==> src/rtl/vcb_mod_cled_pkg.sv <==
// rtl/vcb_mod_cled_pkg.sv - shared helpers for the modulo up/down counter family
// Purpose : bound helper and parameter legality check used by vcb_mod_cled and vcb_mod_next.
// Contents: vcb_max(mod)                          -> largest held value (mod-1)
//           vcb_params_ok(width, mod, rst_val)    -> 1 when the parameter set is legal
package vcb_mod_cled_pkg;

  function automatic int vcb_max(input int mod);
    return mod - 1;
  endfunction

  // WIDTH is capped at 31 because MOD is carried as an int and must reach 2**WIDTH.
  function automatic bit vcb_params_ok(input int width, input int mod, input int rst_val);
    return (width >= 1) && (width <= 31) && (mod >= 2) &&
           (longint'(mod) <= (longint'(1) << width)) &&
           (rst_val >= 0) && (rst_val < mod);
  endfunction

endpackage

==> src/rtl/vcb_mod_cled_next.sv <==
// rtl/vcb_mod_cled_next.sv - next-state and terminal-count logic of the modulo counter
// Purpose : combinational step of a modulo-MOD counter in either direction.
// Ports   : i_q      in  WIDTH  current counter value
//           i_up     in  1      direction, 1 = increment
//           o_next_q out WIDTH  value after one count step
//           o_tc     out 1      terminal count for the current direction
// Config  : VCB_MOD_CLED_SAT_EN makes the step hold at the bounds instead of wrapping.
module vcb_mod_next
  import vcb_mod_cled_pkg::*;
#(
  parameter int WIDTH = 4,
  parameter int MOD   = 16
) (
  input  logic [WIDTH-1:0] i_q,
  input  logic             i_up,
  output logic [WIDTH-1:0] o_next_q,
  output logic             o_tc
);

  localparam logic [WIDTH:0]   MOD_EXT = (WIDTH+1)'(MOD);
  localparam logic [WIDTH-1:0] MAX_Q   = WIDTH'(vcb_max(MOD));

`ifdef VCB_MOD_CLED_SAT_EN
  localparam bit SAT = 1'b1;
`else
  localparam bit SAT = 1'b0;
`endif

  logic [WIDTH:0] w_inc_ext;
  logic           w_at_max;
  logic           w_at_zero;

  // The increment is formed one bit wider so that reaching MOD is detectable
  // even when MOD == 2**WIDTH; in that case the truncated sum is a plain wrap.
  assign w_inc_ext = {1'b0, i_q} + (WIDTH+1)'(1);
  assign w_at_max  = (w_inc_ext == MOD_EXT);
  assign w_at_zero = (i_q == '0);

  always_comb begin
    o_next_q = i_q;
    if (i_up) begin
      o_next_q = w_at_max ? (SAT ? i_q : '0) : w_inc_ext[WIDTH-1:0];
    end else begin
      o_next_q = w_at_zero ? (SAT ? i_q : MAX_Q) : (i_q - WIDTH'(1));
    end
  end

  assign o_tc = i_up ? w_at_max : w_at_zero;

endmodule

==> src/rtl/vcb_mod_cled.sv <==
// rtl/vcb_mod_cled.sv - WIDTH-bit modulo-MOD up/down counter with load, tc and cascade enable
// Purpose : loadable bidirectional modulo counter for dividers, timers and digit chains.
// Ports   : clk  in  1      rising-edge clock
//           clr  in  1      synchronous clear, active-high, highest priority
//           ce   in  1      count enable
//           up   in  1      direction, 1 = increment
//           l    in  1      synchronous load strobe (beats ce)
//           di   in  WIDTH  load data, clamped to MOD-1 when out of range
//           q    out WIDTH  counter value
//           tc   out 1      terminal count for the current direction
//           ceo  out 1      ce & tc, drives the next stage's ce
//           lerr out 1      one-cycle flag after an out-of-range load
// Config  : VCB_MOD_CLED_SAT_EN selects saturating instead of wrapping counting.
module vcb_mod_cled
  import vcb_mod_cled_pkg::*;
#(
  parameter int WIDTH   = 4,
  parameter int MOD     = 16,
  parameter int RST_VAL = 0
) (
  input  logic             clk,
  input  logic             clr,
  input  logic             ce,
  input  logic             up,
  input  logic             l,
  input  logic [WIDTH-1:0] di,
  output logic [WIDTH-1:0] q,
  output logic             tc,
  output logic             ceo,
  output logic             lerr
);

  if (!vcb_params_ok(WIDTH, MOD, RST_VAL)) begin : g_param_check
    $error("vcb_mod_cled: illegal parameters WIDTH=%0d MOD=%0d RST_VAL=%0d",
           WIDTH, MOD, RST_VAL);
  end

  localparam logic [WIDTH:0]   MOD_EXT = (WIDTH+1)'(MOD);
  localparam logic [WIDTH-1:0] MAX_Q   = WIDTH'(vcb_max(MOD));
  localparam logic [WIDTH-1:0] RST_Q   = WIDTH'(RST_VAL);

  logic [WIDTH-1:0] r_q;
  logic             r_lerr;
  logic [WIDTH-1:0] w_next_q;
  logic             w_tc;
  logic             w_load_oor;

  vcb_mod_next #(
    .WIDTH (WIDTH),
    .MOD   (MOD)
  ) u_next (
    .i_q      (r_q),
    .i_up     (up),
    .o_next_q (w_next_q),
    .o_tc     (w_tc)
  );

  // Never true when MOD == 2**WIDTH, since di cannot exceed 2**WIDTH-1.
  assign w_load_oor = ({1'b0, di} >= MOD_EXT);

  always_ff @(posedge clk) begin
    if (clr) begin
      r_q    <= RST_Q;
      r_lerr <= 1'b0;
    end else begin
      r_lerr <= 1'b0;
      if (l) begin
        if (w_load_oor) begin
          r_q    <= MAX_Q;
          r_lerr <= 1'b1;
        end else begin
          r_q <= di;
        end
      end else if (ce) begin
        r_q <= w_next_q;
      end
    end
  end

  assign q    = r_q;
  assign lerr = r_lerr;
  assign tc   = w_tc;
  assign ceo  = ce & w_tc;

endmodule

==> config.mk <==
export PLATFORM = sky130hd
export DESIGN_NAME = vcb_mod_cled
export DESIGN_NICKNAME = d
export VERILOG_FILES = /design/src/rtl/vcb_mod_cled_pkg.sv /design/src/rtl/vcb_mod_cled_next.sv /design/src/rtl/vcb_mod_cled.sv
export SDC_FILE = /design/constraint.sdc
export NUM_CORES = 1
export LEC_CHECK = 0
export ABC_AREA = 1
export ABC_CLOCK_PERIOD_IN_PS = 1400
export CORE_AREA = 2 2 39 41
export DETAILED_ROUTE_END_ITERATION = 10
export DIE_AREA = 0 0 41 43
export RECOVER_POWER = 100
export SLEW_MARGIN = 20
export SYNTH_ARGS = -nofsm -noshare
export SYNTH_HDL_FRONTEND = slang
export SYNTH_HIERARCHICAL = 1
export SYNTH_SLANG_ARGS = --single-unit
==> constraint.sdc <==
create_clock -name clk -period 1.4 [get_ports clk]
set_input_delay 0.21 -clock clk [delete_from_list [all_inputs] [get_ports clk]]
set_output_delay 0.21 -clock clk [all_outputs]
set_load 0.02 [all_outputs]
# --- Word-level counts from Yosys, hierarchy flattened ---
# Cells that the tools add are included.
word_totals:
  register_bits: 4
  in_bits: 9
  out_inout_bits: 7
  word_cells: 13
op_classes:
  add_sub_neg: 2
  eq_ne: 1
  n_mux: 6
  bitwise: 1
  n_reduce_logical: 2
ops:
  columns: ["op", "count"]
  rows:
  - ["$mux W4", 5]
  - ["$add A4 B1 Y5 const B", 1]
  - ["$eq A5 B5 Y1 const B", 1]
  - ["$logic_not A4 Y1", 1]
  - ["$sub A4 B1 Y4 const B", 1]
  - ["$reduce_bool A2 Y1", 1]
  - ["$and A1 B1 Y1", 1]
  - ["$mux W1", 1]

# --- Depth between registers and ports, before layout ---
logic_depth:
  word_depth: 6
  mapped_depth: 9
  depth_no_buf: 9

# --- Hierarchy ---
# The synthesis kept the hierarchy.
modules_own_cells:
  columns: ["module", "n_inst", "cells_each", "area_per_inst_um2", "seq_area_each_um2"]
  rows:
  - ["vcb_mod_cled", 1, 35, 210.2, 80.1]
  - ["vcb_mod_next", 1, 25, 132.6, 0.0]

# --- Worst setup path after synthesis ---
# No wires, ideal clock.
synth_timing:
  kind: "register to output"
  start: "register r_q[1], in the netlist q[1]"
  end: "output ceo"
  arrival_ns: 1.575
  slack_ns: -0.385
  path_stages_with_launch: 6
  path_cell_list: "dfxtp_1 -> ha_1 -> nand2_1 -> o21ai_0 -> nand2_1 -> inv_1"
synth_between:
  elab_chain_cells: 4
  elab_cells_between_ends: 5
synth_rtl:
  columns: ["element", "line", "rtl"]
  rows:
  - ["start, declared", "vcb_mod_cled.sv:42", "logic [WIDTH-1:0] r_q;"]
  - ["start signal, assigned", "vcb_mod_cled.sv:72", "r_q <= di;"]
  - ["start signal, assigned", "vcb_mod_cled.sv:75", "r_q <= w_next_q;"]
  - ["$add A4 B1 Y5", "vcb_mod_cled_next.sv:35", "assign w_inc_ext = {1'b0, i_q} + (WIDTH+1)'(1);"]
  - ["$eq A5 B5 Y1", "vcb_mod_cled_next.sv:36", "assign w_at_max = (w_inc_ext == MOD_EXT);"]
  - ["$mux W1 (*)", "vcb_mod_cled_next.sv:48", "assign o_tc = i_up ? w_at_max : w_at_zero;"]
  - ["named net tc", "vcb_mod_cled.sv:28", "output logic tc,"]
  - ["$and A1 B1 Y1 (*)", "vcb_mod_cled.sv:83", "assign ceo = ce & w_tc;"]
  - ["end, declared", "vcb_mod_cled.sv:29", "output logic ceo,"]
# Mark *: on every way through the listed nets, which the timed path passes. The rest lies on a longest branch.

# --- Final worst setup path ---
layout_timing:
  start: "register r_q[0], in the netlist q[0]"
  end: "output ceo"
layout_between:
  elab_chain_cells: 4
  elab_cells_between_ends: 5
layout_rtl:
  columns: ["element", "line"]
  rows:
  - ["$add A4 B1 Y5", "vcb_mod_cled_next.sv:35"]
  - ["$eq A5 B5 Y1", "vcb_mod_cled_next.sv:36"]
  - ["$mux W1 (*)", "vcb_mod_cled_next.sv:48"]
  - ["$and A1 B1 Y1 (*)", "vcb_mod_cled.sv:83"]
# Every way passes the cells marked *; elsewhere a longest branch is shown, timed or not.

==> results_dict.tcl <==
set metrics [dict create \
    syn_nets 71 \
    synth_xor_area_frac 0.0511 \
    synth_compound_area_frac 0.0146 \
    clk_path_buf_depth 2 \
    ios 16 \
    synth_fa_ha_area_frac 0.0730 \
    drtIter0Drc 14 \
    syn_area_sq_um 343 \
    dpl-instance-area_sq_um 593 \
    finalWirelength_um 872 \
    clkTransAtPathRegs_ns 0.04 \
    ys.flop_type "dfxtp_1" \
    nets 101 \
    synthesis.instances 60 \
    detail_route.wl_per_cell_um 8.38 \
    drc_errors 0 \
    grt_use_total 0.111 \
    synth_top_cells_by_area "dfxtp_1, nand2_1, nand3_1" \
    dieArea_sq_mm 0.00176 \
    crit_fanout 5 \
    grt_max_degree 7 \
    clk_latency_ns 0.23 \
    hold_viol_final 0 \
    drive_gt1_frac 0.318 \
    cts_setup_buffers 0 \
    die_w_um 41 \
    vias 469 \
    period_needed_ns 1.39 \
    max_freq_mhz 721 \
    setup_tns_ns 0 \
    ys_types 12 \
    synth_warnings 6 \
    max-vdd-ir-drop_uv 617 \
    cpPeakStageDelay_ns 0.36 \
    postRouteAntennaNets 0 \
    cts_tree "done" \
    status "complete, no violations" \
    synth_seq_area_share 0.234 \
    grt_pass1_wl_um 1300 \
    maxSlewViolCount 0 \
    layout_setup_ws_ns 0.0127 \
    powerDensity_mw_per_mm2 732 \
    synth-seq-cells 4 \
    synth_top_family_by_area "simple AND/OR/NAND/NOR gates" \
    grt_setup_unrepaired "yes" \
    first_pass_iters 4 \
    cp_slowest_cell "dfxtp_4" \
    path_class "reg2out" \
    setup_violations 0 \
    diodes 0 \
    dp.cells 101 \
    p_leak_nw 0.356 \
    finalNonFillerCells 104 \
    synth_top_area_frac 0.234 \
    syn_avg_cell_area_sq_um 5.71 \
    required_ns 1.19 \
    start_util 0.248 \
    area_growth_pct 86.1 \
    skew_ns 0.00297 \
    core_sq_mm 0.00138 \
    hpwl_um 714 \
    synth_mux_area_frac 0 \
    synth-simple-area-share 0.474 \
    clockRootBuffer "clkbuf_4" \
    cts_buffers 3 \
    final_area_sq_um 638 \
    rows 14 \
    largest_reg_flops 4 \
    numClockSinks 4 \
    synth_edf_count 0 \
    place_congestion 0.829 \
    holdCritPathClass "reg2reg" \
    cts_max_level 1 \
    antenna_found_initial 0 \
    maxCapViolCount 0 \
    io_buffers 14 \
    pre_cts_ws_ns -0.477 \
    critPathLaunchType "register" \
    via_per_inst 4.51 \
    synth.most_common_cell "nand2_1" \
    cp-end-kind "primary output" \
    async_flop_share 0 \
    synthTopCellsByCount "nand2_1, nand3_1, inv_1" \
    path_cells "ha_2 -> nand2_2 -> o21ai_2 -> nand2_1 -> inv_1 -> buf_6" \
    yosysTopAreaCell "dfxtp_1" \
    die_h_um 43 \
    arrival_ns 1.18 \
    grt_pass1_vias 356 \
    grt.overflow.total 0 \
    fin_crit_sh 0.991 \
]
## layer usage
layer | global-route usage | up-vias | share of wire
met4 | 0.0600 | 0 | 0
met5 | 0 | - | 0
li1 | - | 242 | -
met2 | 0.163 | 17 | 0.48
met1 | 0.131 | 210 | 0.45
met3 | 0.0471 | 0 | 0.069
## metrics by stage
step	util	power [mW]	hold slack, ns
after floorplan	-	0.227	0.379
after global placement	0.429	0.326	0.588
after detailed placement	0.429	0.328	0.590
after CTS	0.455	0.477	0.592
after global routing	0.461	0.505	0.631
final	0.461	0.467	0.592
## cell type report
type,instances,area [sq um]
Fill cell,150,746
Clock buffer,3,22.5
Timing Repair Buffer,26,224
Inverter,11,41.3
Sequential cell,4,90.1
Multi-Input combinational cell,44,240
Tap cell,16,20.0
## cell families (layout without fill, tap and decap cells)
kind of cell | count (synthesis) | in the layout
AOI/OAI and AO/OA | 1 | 1
xor gates and xnor gates | 2 | 2
adders and majority gates | 2 | 2
buffers and inverters | 12 | 40
DFF | 4 | 4
other | 1 | 1
and+or+nand+nor | 38 | 38
## cells in the final DEF, fill, tap and decap left out
cell type | netlist | layout
nand2_1 | 20 | 19
nand3_1 | 14 | 13
buf_4 | 1 | 13
inv_1 | 11 | 9
clkdlybuf4s50_1 | 0 | 8
dlygate4sd2_1 | 0 | 4
nor2_1 | 3 | 3
clkbuf_4 | 0 | 3
dfxtp_4 | 0 | 2
dfxtp_2 | 0 | 2
inv_2 | 0 | 2
conb_1 | 1 | 1
buf_6 | 0 | 1
nand2_2 | 0 | 1
xor2_1 | 1 | 1
xnor2_1 | 1 | 1
nand3_2 | 0 | 1
nand4_1 | 1 | 1
o21ai_2 | 0 | 1
ha_4 | 0 | 1
ha_2 | 0 | 1
## report_power, final
group | internal, mW | leakage, nW | total, mW | switching, mW
clock network | 0.0955 | 0.0138 | 0.137 | 0.0418
registers | 0.124 | 0.0351 | 0.136 | 0.0116
logic | 0.101 | 0.307 | 0.194 | 0.0923
total | 0.321 | 0.356 | 0.467 | 0.146
## final timing paths
kind | slack (ns) | from | endpoint | depth (start not counted)
setup / recovery | 0.01 | q[0] | ceo | 6
setup reg to reg | 0.19 | q[1] | q[3] | 9
hold / removal | 0.59 | q[1] | q[1] | 4
hold reg to reg | 0.59 | q[1] | q[1] | 4
## critical path, delay by kind of cell, from the launching register on
family,cells,cell delay (ns)
DFF,1,0.36
buffers and inverters,2,0.17
AOI/OAI and AO/OA,1,0.12
and+or+nand+nor,2,0.12
adders and majority gates,1,0.17
## what timing repair did
action                     CTS  global route
hold buffers                 0             0
setup endpoints to repair    6             2
gates resized for setup     20             5
hold endpoints to repair     0             0
pin swaps                    1             3
No activity file was read; power rests on OpenSTA's default activity.
